[src/rtl/fetch_unit_pkg.sv]
// Shared definitions for the instruction-fetch stage: reset vector, FSM states
// and the IF/ID hand-off record.
package fetch_unit_pkg;

  localparam int unsigned INSTR_W          = 32;
  localparam logic [31:0] RESET_PC_DEFAULT = 32'hBFC0_0000;

  typedef enum logic [0:0] {
    S_REQ,
    S_WAIT
  } fetch_state_e;

  typedef struct packed {
    logic               valid;
    logic [31:0]        pc;
    logic [31:0]        pc_plus4;
    logic [INSTR_W-1:0] instr;
    logic               adel;
  } if_id_t;

  // Sequential PC increment; wraps modulo 2^32 without any flag.
  function automatic logic [31:0] pc_inc(input logic [31:0] pc);
    return pc + 32'd4;
  endfunction

endpackage

[src/rtl/fetch_out_buf.sv]
// One-entry IF/ID output register with valid/ready consumption and flush.
// Flush clears valid and the address-error flag; the other fields hold.
module fetch_out_buf
  import fetch_unit_pkg::*;
(
  input  logic   clk,
  input  logic   resetn,
  input  logic   flush,
  input  logic   load,
  input  if_id_t load_entry,
  input  logic   ready,
  output if_id_t entry
);

  if_id_t entry_q, entry_d;

  always_comb begin
    entry_d = entry_q;
    if (flush) begin
      entry_d.valid = 1'b0;
      entry_d.adel  = 1'b0;
    end else if (load) begin
      entry_d = load_entry;
    end else if (entry_q.valid && ready) begin
      entry_d.valid = 1'b0;
    end
  end

  always_ff @(posedge clk) begin
    if (!resetn) begin
      entry_q <= '0;
    end else begin
      entry_q <= entry_d;
    end
  end

  assign entry = entry_q;

endmodule

[src/rtl/fetch_unit.sv]
// Instruction-fetch stage: PC register, single-outstanding memory request FSM,
// redirect handling and the IF/ID output buffer.
module fetch_unit
  import fetch_unit_pkg::*;
#(
  parameter int unsigned       ADDR_W   = 32,
  parameter logic [ADDR_W-1:0] RESET_PC = RESET_PC_DEFAULT
) (
  input  logic              clk,
  input  logic              resetn,
  input  logic              redirect_valid,
  input  logic [ADDR_W-1:0] redirect_pc,
  output logic              imem_req,
  output logic [ADDR_W-1:0] imem_addr,
  input  logic              imem_gnt,
  input  logic              imem_rvalid,
  input  logic [31:0]       imem_rdata,
  output logic              if_valid,
  input  logic              if_ready,
  output logic [ADDR_W-1:0] if_pc,
  output logic [ADDR_W-1:0] if_pc_plus4,
  output logic [31:0]       if_instr,
  output logic              if_adel
);

  fetch_state_e      state_q, state_d;
  logic [ADDR_W-1:0] pc_q, pc_d;
  logic [ADDR_W-1:0] inflight_q, inflight_d;
  logic              drop_q, drop_d;

  logic   buf_free;
  logic   pc_aligned;
  logic   req;
  logic   buf_load;
  if_id_t load_entry;
  if_id_t out_entry;

  // State register
  always_ff @(posedge clk) begin
    if (!resetn) begin
      state_q    <= S_REQ;
      pc_q       <= RESET_PC;
      inflight_q <= '0;
      drop_q     <= 1'b0;
    end else begin
      state_q    <= state_d;
      pc_q       <= pc_d;
      inflight_q <= inflight_d;
      drop_q     <= drop_d;
    end
  end

  // Next-state logic; a redirect overrides everything else.
  always_comb begin
    state_d    = state_q;
    pc_d       = pc_q;
    inflight_d = inflight_q;
    drop_d     = drop_q;
    if (redirect_valid) begin
      pc_d = redirect_pc;
      if (state_q == S_WAIT) begin
        if (imem_rvalid) begin
          state_d = S_REQ;
          drop_d  = 1'b0;
        end else begin
          drop_d = 1'b1;
        end
      end
    end else begin
      unique case (state_q)
        S_REQ: begin
          if (req && imem_gnt) begin
            state_d    = S_WAIT;
            inflight_d = pc_q;
          end
        end
        S_WAIT: begin
          if (imem_rvalid) begin
            if (!drop_q) pc_d = pc_inc(pc_q);
            drop_d  = 1'b0;
            state_d = S_REQ;
          end
        end
        default: state_d = S_REQ;
      endcase
    end
  end

  // Outputs and buffer load selection
  always_comb begin
    buf_free   = !out_entry.valid || if_ready;
    pc_aligned = (pc_q[1:0] == 2'b00);
    req        = resetn && (state_q == S_REQ) && buf_free && pc_aligned && !redirect_valid;
    buf_load   = 1'b0;
    load_entry = '0;
    if (!redirect_valid) begin
      if (state_q == S_REQ && !pc_aligned && buf_free) begin
        // Misaligned fetch: no memory access, hand an AdEL entry to decode.
        buf_load            = 1'b1;
        load_entry.valid    = 1'b1;
        load_entry.pc       = pc_q;
        load_entry.pc_plus4 = pc_inc(pc_q);
        load_entry.instr    = '0;
        load_entry.adel     = 1'b1;
      end else if (state_q == S_WAIT && imem_rvalid && !drop_q) begin
        buf_load            = 1'b1;
        load_entry.valid    = 1'b1;
        load_entry.pc       = inflight_q;
        load_entry.pc_plus4 = pc_inc(inflight_q);
        load_entry.instr    = imem_rdata;
        load_entry.adel     = 1'b0;
      end
    end
  end

  fetch_out_buf u_out_buf (
    .clk        (clk),
    .resetn     (resetn),
    .flush      (redirect_valid),
    .load       (buf_load),
    .load_entry (load_entry),
    .ready      (if_ready),
    .entry      (out_entry)
  );

  assign imem_req    = req;
  assign imem_addr   = pc_q;
  assign if_valid    = out_entry.valid;
  assign if_pc       = out_entry.pc;
  assign if_pc_plus4 = out_entry.pc_plus4;
  assign if_instr    = out_entry.instr;
  assign if_adel     = out_entry.adel;

endmodule

[config.mk]
export PLATFORM = sky130hd
export DESIGN_NAME = fetch_unit
export DESIGN_NICKNAME = d
export VERILOG_FILES = /design/src/rtl/fetch_unit_pkg.sv /design/src/rtl/fetch_out_buf.sv /design/src/rtl/fetch_unit.sv
export SDC_FILE = /design/constraint.sdc
export NUM_CORES = 1
export LEC_CHECK = 0
export BUFFER_PORTS_ARGS = -buffer_cell sky130_fd_sc_hd__buf_2
export CAP_MARGIN = 20
export CORE_MARGIN = 2
export CORE_UTILIZATION = 30
export DETAILED_ROUTE_END_ITERATION = 8
export SYNTH_ARGS = -nofsm -noshare
export SYNTH_HDL_FRONTEND = slang
export SYNTH_SLANG_ARGS = --single-unit
[constraint.sdc]
create_clock -name clk -period 2.3 [get_ports clk]
set_clock_uncertainty 0.2 [all_clocks]
set_input_delay 0.69 -clock clk [delete_from_list [all_inputs] [get_ports clk]]
set_output_delay 0.69 -clock clk [all_outputs]
set_load 0.01 [all_outputs]
==> impl_metrics.tcl, run 1 <==
set metrics [dict create \
    synth_fa_ha_area_share_pct 0.2972 \
    reg2reg_depth 7 \
    fin_cells 1624 \
    via_count 8295 \
    hold_path_class "in -> reg" \
    reg2reg_from "imem_addr[14]" \
    rrSetupSlack_ps 40 \
    r2r_end "imem_addr[24]" \
    root_buffer "clkbuf_16" \
    worstPathRequired_ps 1410 \
    worst-path-stages 5 \
    synth_top_family_by_area "simple AND/OR/NAND/NOR gates" \
    critPathBufInv 2 \
    synth_top_area_cell "dfxtp_1" \
    finalCriticalPeriod_ps 2260 \
    grt_pass1_vias 7991 \
    fin_ws_ps 40.41 \
    async_flop_share_pct 0 \
    finalSetupViolations 0 \
    status "finished, final reports clean" \
    grtUsageTotal_pct 20.44 \
    synth-compound-area-share_pct 22.69 \
    grt_antenna_before_repair 2 \
    synth_area_leaders "dfxtp_1 (39%), nand2_1 (4.3%), xnor2_1 (3.2%)" \
    port-buffer-count 200 \
    leakagePower_nw 4.694 \
    dpl.cell_count 1587 \
    crit_start "u_out_buf.entry[97]" \
    period_share_pct 98.24 \
    max_slew_margin_pct 52.76 \
    synth_edf_count 0 \
    die_h_um 171.5 \
    clock-sinks 162 \
    clk_latency_ps 440 \
    grt_pass1_wl_mm 46.21 \
    gp_congestion 0.8822 \
    die-area_mm2 0.02942 \
    max_clock_freq_mhz 442.6 \
    syn_avg_cell_area_um2 8.626 \
    rsz0062_at_grt "yes" \
    cp_cell_sequence "nor2b_4 > buf_6 > nor2_4 > and3_4 > buf_6" \
    fill_cells 2820 \
    criticalPathCategory "reg -> out" \
    path_delay_family "simple AND/OR/NAND/NOR gates" \
    cpMostUsedCell "buf_6" \
    power_density_mw_per_mm2 611.8 \
    grt_max_degree 109 \
    synthFlopType "dfxtp_1" \
    layout-drive-gt1-share_pct 35.15 \
    final_cell_mix "buf_2 (198), dfxtp_1 (151), buf_4 (131), nand2_1 (97), o21ai_0 (48)" \
    startpoint_type "register" \
    syn_inst 976 \
    hold_buffers 0 \
    cts_buffers 17 \
    final_common_cell "buf_2" \
    hold_viol 0 \
    slowest_delay_ps 330 \
    synth_top_cell_area_share_pct 38.52 \
    overflow 0 \
    ioPinCount 201 \
    fin_nets 1305 \
    die_w_um 171.5 \
    firstDrtPassIters 8 \
    clkTransAtPathRegs_ps 70 \
    syn2layout_area_growth_pct 34.42 \
    ir_worst_vdd_mv 0.3039 \
    dp_hpwl_mm 22.28 \
    cts_max_level 4 \
    whs_ps 266.7 \
    wl_per_cell_um 18.49 \
    syn-cell-area_mm2 0.008419 \
    seq_area_mm2 0.003262 \
    dp_slack_ps -283.3 \
    core_area_mm2 0.02771 \
    drc 0 \
    num_rows 61 \
    ys_ff_latch 162 \
    yosysSeqAreaShare_pct 38.52 \
    critical-path-slowest-cell "dfxtp_2" \
    cts_tree "done" \
    tightest_slew_ps 707.9 \
    antenna_cells 0 \
    critical_path.endpoint "imem_req" \
    synthSimpleGateAreaFrac_pct 24.74 \
    synth.net_count 1048 \
    avgViaCountPerCell 5.108 \
    finalWirelength_mm 30.03 \
    synth_xor_area_share_pct 4.889 \
    cts_max_path_buffers 2 \
    final_util_pct 40.85 \
    yosysWarnings 0 \
    start_util_pct 30.39 \
    finalPower_mw 6.923 \
    report.final.slew_viol_count 0 \
    multi_input_area_mm2 0.004722 \
    end_kind "output pin" \
    critPathArrivalTime_ps 1370 \
    synth_cell_types 63 \
    drtAntennaViolNets 0 \
    crit_fanout 2 \
    max_cap_violations 0 \
    synthMuxAreaShare_pct 1.798 \
    drt_iter0_drc 603 \
]
worst register-to-register path, cell delays in order, from the launching register on:
cell      delay [ps]
dfxtp_2          380
nand4_4          130
or4_4            590
buf_4            170
buf_4            130
nor4_4           270
xnor2_1          170
o211ai_2          90
flip-flops by register name, indices dropped and copies added (netlist names):
signal / count
u_out_buf.entry: 96
imem_addr: 32
drop_q: 1
state_q: 1
inflight_q: 32
timing repair:
item,CTS,global route
pin swaps,2,4
buffers inserted,1,4
resized for setup,15,30
endpoints found under the setup margin,8,25
hold endpoints to repair,0,0
layer usage:
metal | up-vias | part of all wire (%) | track usage, %
met5 | - | 0.073 | 0
met4 | 4 | 2.2 | 6.817
met3 | 40 | 7.1 | 4.740
met2 | 299 | 46 | 32.25
met1 | 3914 | 45 | 27.44
li1 | 4038 | - | -
logic make-up after synthesis:
| kind of cell | count (synthesis) |
|---|---|
| AND/OR/NAND/NOR | 360 |
| adder cells (fa/ha/maj) | 2 |
| XOR/XNOR | 47 |
| flip-flops | 162 |
| buffers and inverters | 119 |
| multiplexers | 15 |
| AO/OA/AOI/OAI | 271 |
per-stage QoR:
step                area (um^2)  setup TNS [ps]
detailed placement        10560           -8551
finish                    11320               0
floorplan                  8419               0
global route              11320          -41.61
global placement          10560           -4836
CTS                       11180          -45.94
worst min path at each step:
stage,start,end,cells past startpoint
after floorplan,inflight_q[31],inflight_q[31],2
after global placement,u_out_buf.entry[15],u_out_buf.entry[15],1
after detailed placement,u_out_buf.entry[3],u_out_buf.entry[3],1
after CTS,imem_rdata[12],u_out_buf.entry[13],2
after global routing,imem_rdata[12],u_out_buf.entry[13],2
final,imem_rdata[12],u_out_buf.entry[13],2
area by class of cell:
| class | instances | share of cell area (%) |
|---|---|---|
| multi-input combinational | 695 | 41.72 |
| sequential | 162 | 28.82 |
| inverter | 12 | 0.3980 |
| timing repair buffer | 345 | 19.83 |
| clock buffer | 18 | 3.792 |
| tap | 378 | 4.179 |
| clock inverter | 14 | 1.249 |
where the power goes:
part	leakage, nW	internal (mW)	total (mW)	switching (mW)
Sequential	1.32	2.93	3.03	0.0974
Combinational	3.10	0.468	1.08	0.612
Clock	0.272	1.52	2.82	1.29
Total	4.69	4.92	6.92	2.00
cell usage after synthesis (21+ instances only):
cell type and count:
nor2b_1 34, clkbuf_1 57, nand4_1 21, a21oi_1 32
o21ai_0 54, dfxtp_1 162, nor2_1 38, a22o_1 27
buf_2 23, nor3_1 25, nor4_1 28, a21boi_0 35
nand2_1 97, and2_1 39, xnor2_1 31, a22oi_1 36
No activity file was read; power rests on OpenSTA's default activity.
==> inputs of run 2 (changes only) <==
--- a/config.mk
+++ b/config.mk
@@ -5,6 +5,7 @@
 export SDC_FILE = /design/constraint.sdc
 export NUM_CORES = 1
 export LEC_CHECK = 0
+export ABC_AREA = 1
 export BUFFER_PORTS_ARGS = -buffer_cell sky130_fd_sc_hd__buf_2
 export CAP_MARGIN = 20
 export CORE_MARGIN = 2
==> run 2 against run 1 <==
Largest cell class unchanged. Register-to-register slack gained 110 ps. Combinational power increased by 8%. Sequential power grew 3%. Clock-buffer cell count is 1 higher. First-iteration DRC count increased by 42%. Area after synthesis is 3.2% lower. Critical endpoint unchanged. Maximum frequency increased by 1.7%. Non-clock buffer count down 65. Via count is 9.2% higher.
==> impl_metrics.tcl, run 2 <==
set metrics [dict create \
    status "finished, final reports clean" \
    ioPinCount 201 \
    hold_depth 2 \
    seqPwrFrac_pct 42.3 \
    final_common_cell "nand2_1" \
    firstDrtPassIters 5 \
    min_from "u_out_buf.entry[16]" \
    hold_viol 0 \
    cpMostUsedCell "buf_2" \
    num_rows 60 \
    via_count 9056 \
    finalWirelength_mm 31.42 \
    fin_tns_setup_ps 0 \
    tightest_slew_ps 516.9 \
    fin_cells 1824 \
    grt_antenna_before_repair 0 \
    synth_top_area_cell "dfxtp_1" \
    synth_edf_count 0 \
    yosysWarnings 0 \
    end_kind "output pin" \
    overflow 0 \
    syn-cell-area_mm2 0.008154 \
    async_flop_share_pct 0 \
    cts_max_path_buffers 2 \
    netlist_top_cells_count "nand2_1 (350), dfxtp_1 (162), nor2_1 (156)" \
    period_share_pct 96.64 \
    max_cap_violations 0 \
    root_buffer "clkbuf_16" \
    max_clock_freq_mhz 449.9 \
    synth_top_cell_area_share_pct 39.77 \
    wl_per_cell_um 17.23 \
    drc 0 \
    grt_max_degree 59 \
    synth_cell_types 37 \
    clock-sinks 162 \
    reg2reg_from "imem_addr[2]" \
    port-buffer-count 200 \
    cts_max_level 4 \
    leakagePower_nw 4.759 \
    critPathArrivalTime_ps 1330 \
    largest_register_ffs 96 \
    hold_end "u_out_buf.entry[16]" \
    power_density_mw_per_mm2 695.2 \
    core_area_mm2 0.02680 \
    avgViaCountPerCell 4.965 \
    max_slew_margin_pct 65.50 \
    cts_tree "done" \
    yosysSeqAreaShare_pct 39.77 \
    ys_ff_latch 162 \
    criticalPathCategory "in -> out" \
    gp_congestion 0.9597 \
    start_util_pct 30.42 \
    p_sw_mw 2.160 \
    drt_iter0_drc 855 \
    cts_buffers 17 \
    pwr-share-comb_pct 15.9 \
    finalCriticalPeriod_ps 2223 \
    die-area_mm2 0.02852 \
    rrSetupSlack_ps 150 \
    p_int_mw 5.211 \
    dp_hpwl_mm 23.78 \
    clk_latency_ps 430 \
    grtUsageTotal_pct 21.75 \
    fill_cells 2884 \
    layout-drive-gt1-share_pct 22.86 \
    clock_power_share_pct 41.9 \
    antenna_cells 0 \
    worstPathRequired_ps 1410 \
    grt_pass1_vias 8489 \
    synthFlopType "dfxtp_1" \
    report.final.slew_viol_count 0 \
    ir_worst_vdd_mv 0.4035 \
    hold_path_class "reg -> reg" \
    syn_inst 1241 \
    switching_share_pct 29.30 \
    grt_pass1_wl_mm 47.99 \
    die_w_um 168.9 \
    cp_cell_sequence "buf_2 > nand2_2 > nor4_4 > buf_2" \
    yosysMostFrequentCell "nand2_1" \
    reg2reg_depth 10 \
    rsz0062_at_grt "no" \
    crit_fanout 2 \
    clkTransAtPathRegs_ps 70 \
    fin_nets 1542 \
    drtAntennaViolNets 0 \
    startpoint_type "primary input" \
    synth.net_count 1313 \
    slowest_delay_ps 230 \
    syn2layout_area_growth_pct 30.03 \
    dpl.cell_count 1790 \
    syn_avg_cell_area_um2 6.571 \
    finalSetupViolations 0 \
    die_h_um 168.9 \
    hold_buffers 0 \
    r2r_end "u_out_buf.entry[47]" \
    synth_area_leaders "dfxtp_1 (40%), nand2_1 (16%), a21oi_1 (8.5%)" \
    critical-path-slowest-cell "nor4_4" \
    final_cell_mix "nand2_1 (348), buf_2 (200), dfxtp_1 (159), nor2_1 (156), a21oi_1 (139)" \
]
## run 2: cell types whose count changed after synthesis, moves of 26 or more
cell	previous run	this run
xnor2_1	31	4
a21oi_1	32	139
inv_1	10	83
nand3_1	19	110
o21ai_1	7	35
nand2_1	97	350
nor4_1	28	0
and2_1	39	1
nor2b_1	34	0
a21boi_0	35	0
clkbuf_1	57	31
a22oi_1	36	1
nor2_1	38	156
## run 2: repair_timing
item	4_1_cts	5_1_grt
buffers inserted	2	1
gates resized for setup	5	1
setup endpoints to repair	1	2
pin swaps	1	1
## run 2: routing by layer
metal	up-vias	global-route usage (%)	part of all wire, %
met2	361	34.82	45
met3	29	4.746	7.8
met4	0	5.360	1.6
met1	4143	29.82	45
li1	4523	-	-
met5	-	0	0
## run 2: layout make-up
| class | count | area (um^2) | area share, % |
|---|---|---|---|
| repair buffers | 280 | 1777 | 16.76 |
| inverters | 88 | 335.3 | 3.163 |
| clock inverters | 13 | 172.7 | 1.629 |
| flip-flops and latches | 162 | 3249 | 30.65 |
| clock buffers | 19 | 452.9 | 4.272 |
| multi-input cells | 921 | 4189 | 39.51 |
| well taps | 341 | 426.7 | 4.024 |
## run 2: how the worst max path moves through the flow
stage / to / from / slack [ps]
floorplan: imem_req / redirect_valid / 80
global placement: imem_req / if_ready / 90
detailed placement: imem_req / resetn / 60
CTS: imem_req / state_q / 2
global route: u_out_buf.entry[64] / imem_addr[14] / 4
finish: imem_req / resetn / 80
## run 2: worst max-delay path, delay by kind of cell
family                 cells  cell delay [ps]
and+or+nand+nor            2              320
buffers and inverters      2              320
## run 2: power groups by stage
stage | sequential, mW | clock (mW) | combinational, mW
global route | 3.13 | 3.24 | 1.29
floorplan | 3.22 | 0 | 0.553
global placement | 3.17 | 0 | 1.15
CTS | 3.12 | 3.13 | 1.17
finish | 3.12 | 3.09 | 1.17
detailed placement | 3.18 | 0 | 1.16
## run 2: cells by family (layout without fill, tap and decap cells)
family | after synthesis | in the layout | share of synthesized area, %
DFF | 162 | 162 | 39.77
xor gates and xnor gates | 13 | 13 | 1.396
buffers and inverters | 158 | 400 | 8.915
adders and majority gates | 2 | 2 | 0.3068
and+or+nand+nor | 643 | 643 | 32.47
AOI/OAI and AO/OA | 263 | 263 | 17.14
## run 2: metrics by stage
stage          instance area [um^2]  hold WS [ps]  worst slack [ps]  utilization [%]  power (mW)
6_report                      10600         259.7             77.35            39.56       7.371
5_1_grt                       10600         238.1             4.264            39.56       7.664
4_1_cts                       10600         243.9             2.276            39.56       7.416
3_5_place_dp                   9951         246.8             59.77            37.13       4.336
3_3_place_gp                   9951         240.0             87.50            37.13       4.326
2_1_floorplan                  8154         232.4             80.44                -       3.770
==> inputs of run 3 (changes only) <==
--- a/config.mk
+++ b/config.mk
@@ -6,11 +6,11 @@
 export NUM_CORES = 1
 export LEC_CHECK = 0
 export ABC_AREA = 1
-export BUFFER_PORTS_ARGS = -buffer_cell sky130_fd_sc_hd__buf_2
 export CAP_MARGIN = 20
 export CORE_MARGIN = 2
 export CORE_UTILIZATION = 30
 export DETAILED_ROUTE_END_ITERATION = 8
+export DONT_BUFFER_PORTS = 1
 export SYNTH_ARGS = -nofsm -noshare
 export SYNTH_HDL_FRONTEND = slang
 export SYNTH_SLANG_ARGS = --single-unit
==> run 3 against run 2 <==
Non-clock buffer count fell by 208. Sequential share of layout area rose by 3.7 points. Hold slack got worse by 110 ps. Critical path type is now reg -> out.
==> impl_metrics.tcl, run 3 (same netlist as run 2, synthesis figures left out) <==
set metrics [dict create \
    status "finished, final reports clean" \
    die-area_mm2 0.02852 \
    clk_latency_ps 430 \
    max_cap_violations 0 \
    root_buffer "clkbuf_16" \
    layout-drive-gt1-share_pct 9.655 \
    hold_buffers 0 \
    seq_area_mm2 0.003243 \
    syn2layout_area_growth_pct 15.80 \
    rsz0062_at_grt "no" \
    ioPinCount 201 \
    max_slew_margin_pct 64.48 \
    cts_setup_buffers 0 \
    crit_fanout 3 \
    grt_pass1_wl_mm 46.76 \
    port-buffer-count 0 \
    post_cts_resized 0 \
    cts_tree "done" \
    finalPower_mw 7.081 \
    hold_viol 0 \
    gp_congestion 0.9170 \
    grt_pass1_vias 7975 \
    startpoint_type "register" \
    drt_iter0_drc 774 \
    overflow 0 \
    dpl.cell_count 1584 \
    grt_max_degree 96 \
    final_common_cell "nand2_1" \
    antenna_cells 0 \
    firstDrtPassIters 6 \
    multi_input_area_mm2 0.004184 \
    cts_max_level 4 \
    worstPathRequired_ps 1410 \
    r2r_end "u_out_buf.entry[49]" \
    avgViaCountPerCell 5.154 \
    power_density_mw_per_mm2 749.9 \
    ir_worst_vdd_mv 0.3767 \
    die_w_um 168.9 \
    dp_hpwl_mm 22.96 \
    leakagePower_nw 3.751 \
    drtAntennaViolNets 0 \
    clock-sinks 162 \
    critPathArrivalTime_ps 1340 \
    rrSetupSlack_ps 190 \
    finalSetupViolations 0 \
    cts_buffers 17 \
    critical_path.endpoint "imem_req" \
    via_count 8324 \
    clkTransAtPathRegs_ps 70 \
    drc 0 \
    finalWirelength_mm 30.60 \
    end_kind "output pin" \
    max_clock_freq_mhz 449.1 \
    largest_register_ffs 96 \
    crit_start "u_out_buf.entry[97]" \
    grt_antenna_before_repair 0 \
    core_area_mm2 0.02680 \
    report.final.slew_viol_count 0 \
    stdcell_area_mm2 0.009443 \
    criticalPathCategory "reg -> out" \
    fin_cells 1615 \
    final_util_pct 35.23 \
    num_rows 60 \
    reg2reg_depth 6 \
    fin_ws_ps 73.10 \
    reg2reg_from "imem_addr[4]" \
    fill_cells 2882 \
    final_cell_mix "nand2_1 (350), dfxtp_1 (162), nor2_1 (156), a21oi_1 (139), nand3_1 (110)" \
    fin_tns_setup_ps 0 \
    finalCriticalPeriod_ps 2227 \
    die_h_um 168.9 \
    cts_max_path_buffers 2 \
    placed_area_mm2 0.008830 \
    fin_nets 1334 \
    wl_per_cell_um 18.95 \
    start_util_pct 30.42 \
    grtUsageTotal_pct 21.45 \
    tightest_slew_ps 529.5 \
    whs_ps 152.1 \
    hold_path_class "in -> reg" \
    period_share_pct 96.82 \
    dp_slack_ps 126.1 \
]
-- run 3: cell count changes in the layout (fill, tap and decap cells not counted), sizes merged --
cell	delta
clkinv	+2
buf	-208
clkinvlp	-2
inv	-2
bufinv	+1
-- run 3: routing by layer --
layer / track usage [%] / vias up / wire (um)
li1: - / 4100 / -
met1: 27.80 / 3836 / 13180
met2: 34.44 / 354 / 13830
met3: 6.944 / 34 / 3075
met4: 5.547 / 0 / 512
met5: 0 / - / 0
-- run 3: critical path, cell delays in order (launching register included) --
cell	delay (ps)
dfxtp_1	320
nand2_1	120
nand2_1	110
nor4_4	180
buf_4	180
-- run 3: how the worst min path moves through the flow --
| stage | from | to | slack (ps) | cells after the start |
|---|---|---|---|---|
| CTS | imem_rvalid | state_q | 140 | 1 |
| finish | imem_rvalid | state_q | 150 | 1 |
| global placement | inflight_q[1] | inflight_q[1] | 240 | 2 |
| detailed placement | inflight_q[1] | inflight_q[1] | 250 | 2 |
| floorplan | inflight_q[0] | inflight_q[0] | 230 | 2 |
| global route | imem_rvalid | state_q | 140 | 1 |
-- run 3: power by group --
part | switching (mW) | total [mW] | internal [mW] | leakage (nW)
logic | 0.552 | 0.843 | 0.291 | 2.13
clock network | 1.23 | 3.05 | 1.82 | 0.294
registers | 0.218 | 3.19 | 2.97 | 1.32
total | 2.00 | 7.08 | 5.08 | 3.75
-- run 3: layout make-up --
| type | count | area share [%] |
|---|---|---|
| Inverter | 88 | 3.551 |
| Clock inverter | 12 | 1.908 |
| Multi-Input combinational cell | 921 | 44.31 |
| Tap cell | 341 | 4.518 |
| Sequential cell | 162 | 34.34 |
| Clock buffer | 19 | 4.585 |
| Timing Repair Buffer | 72 | 6.784 |
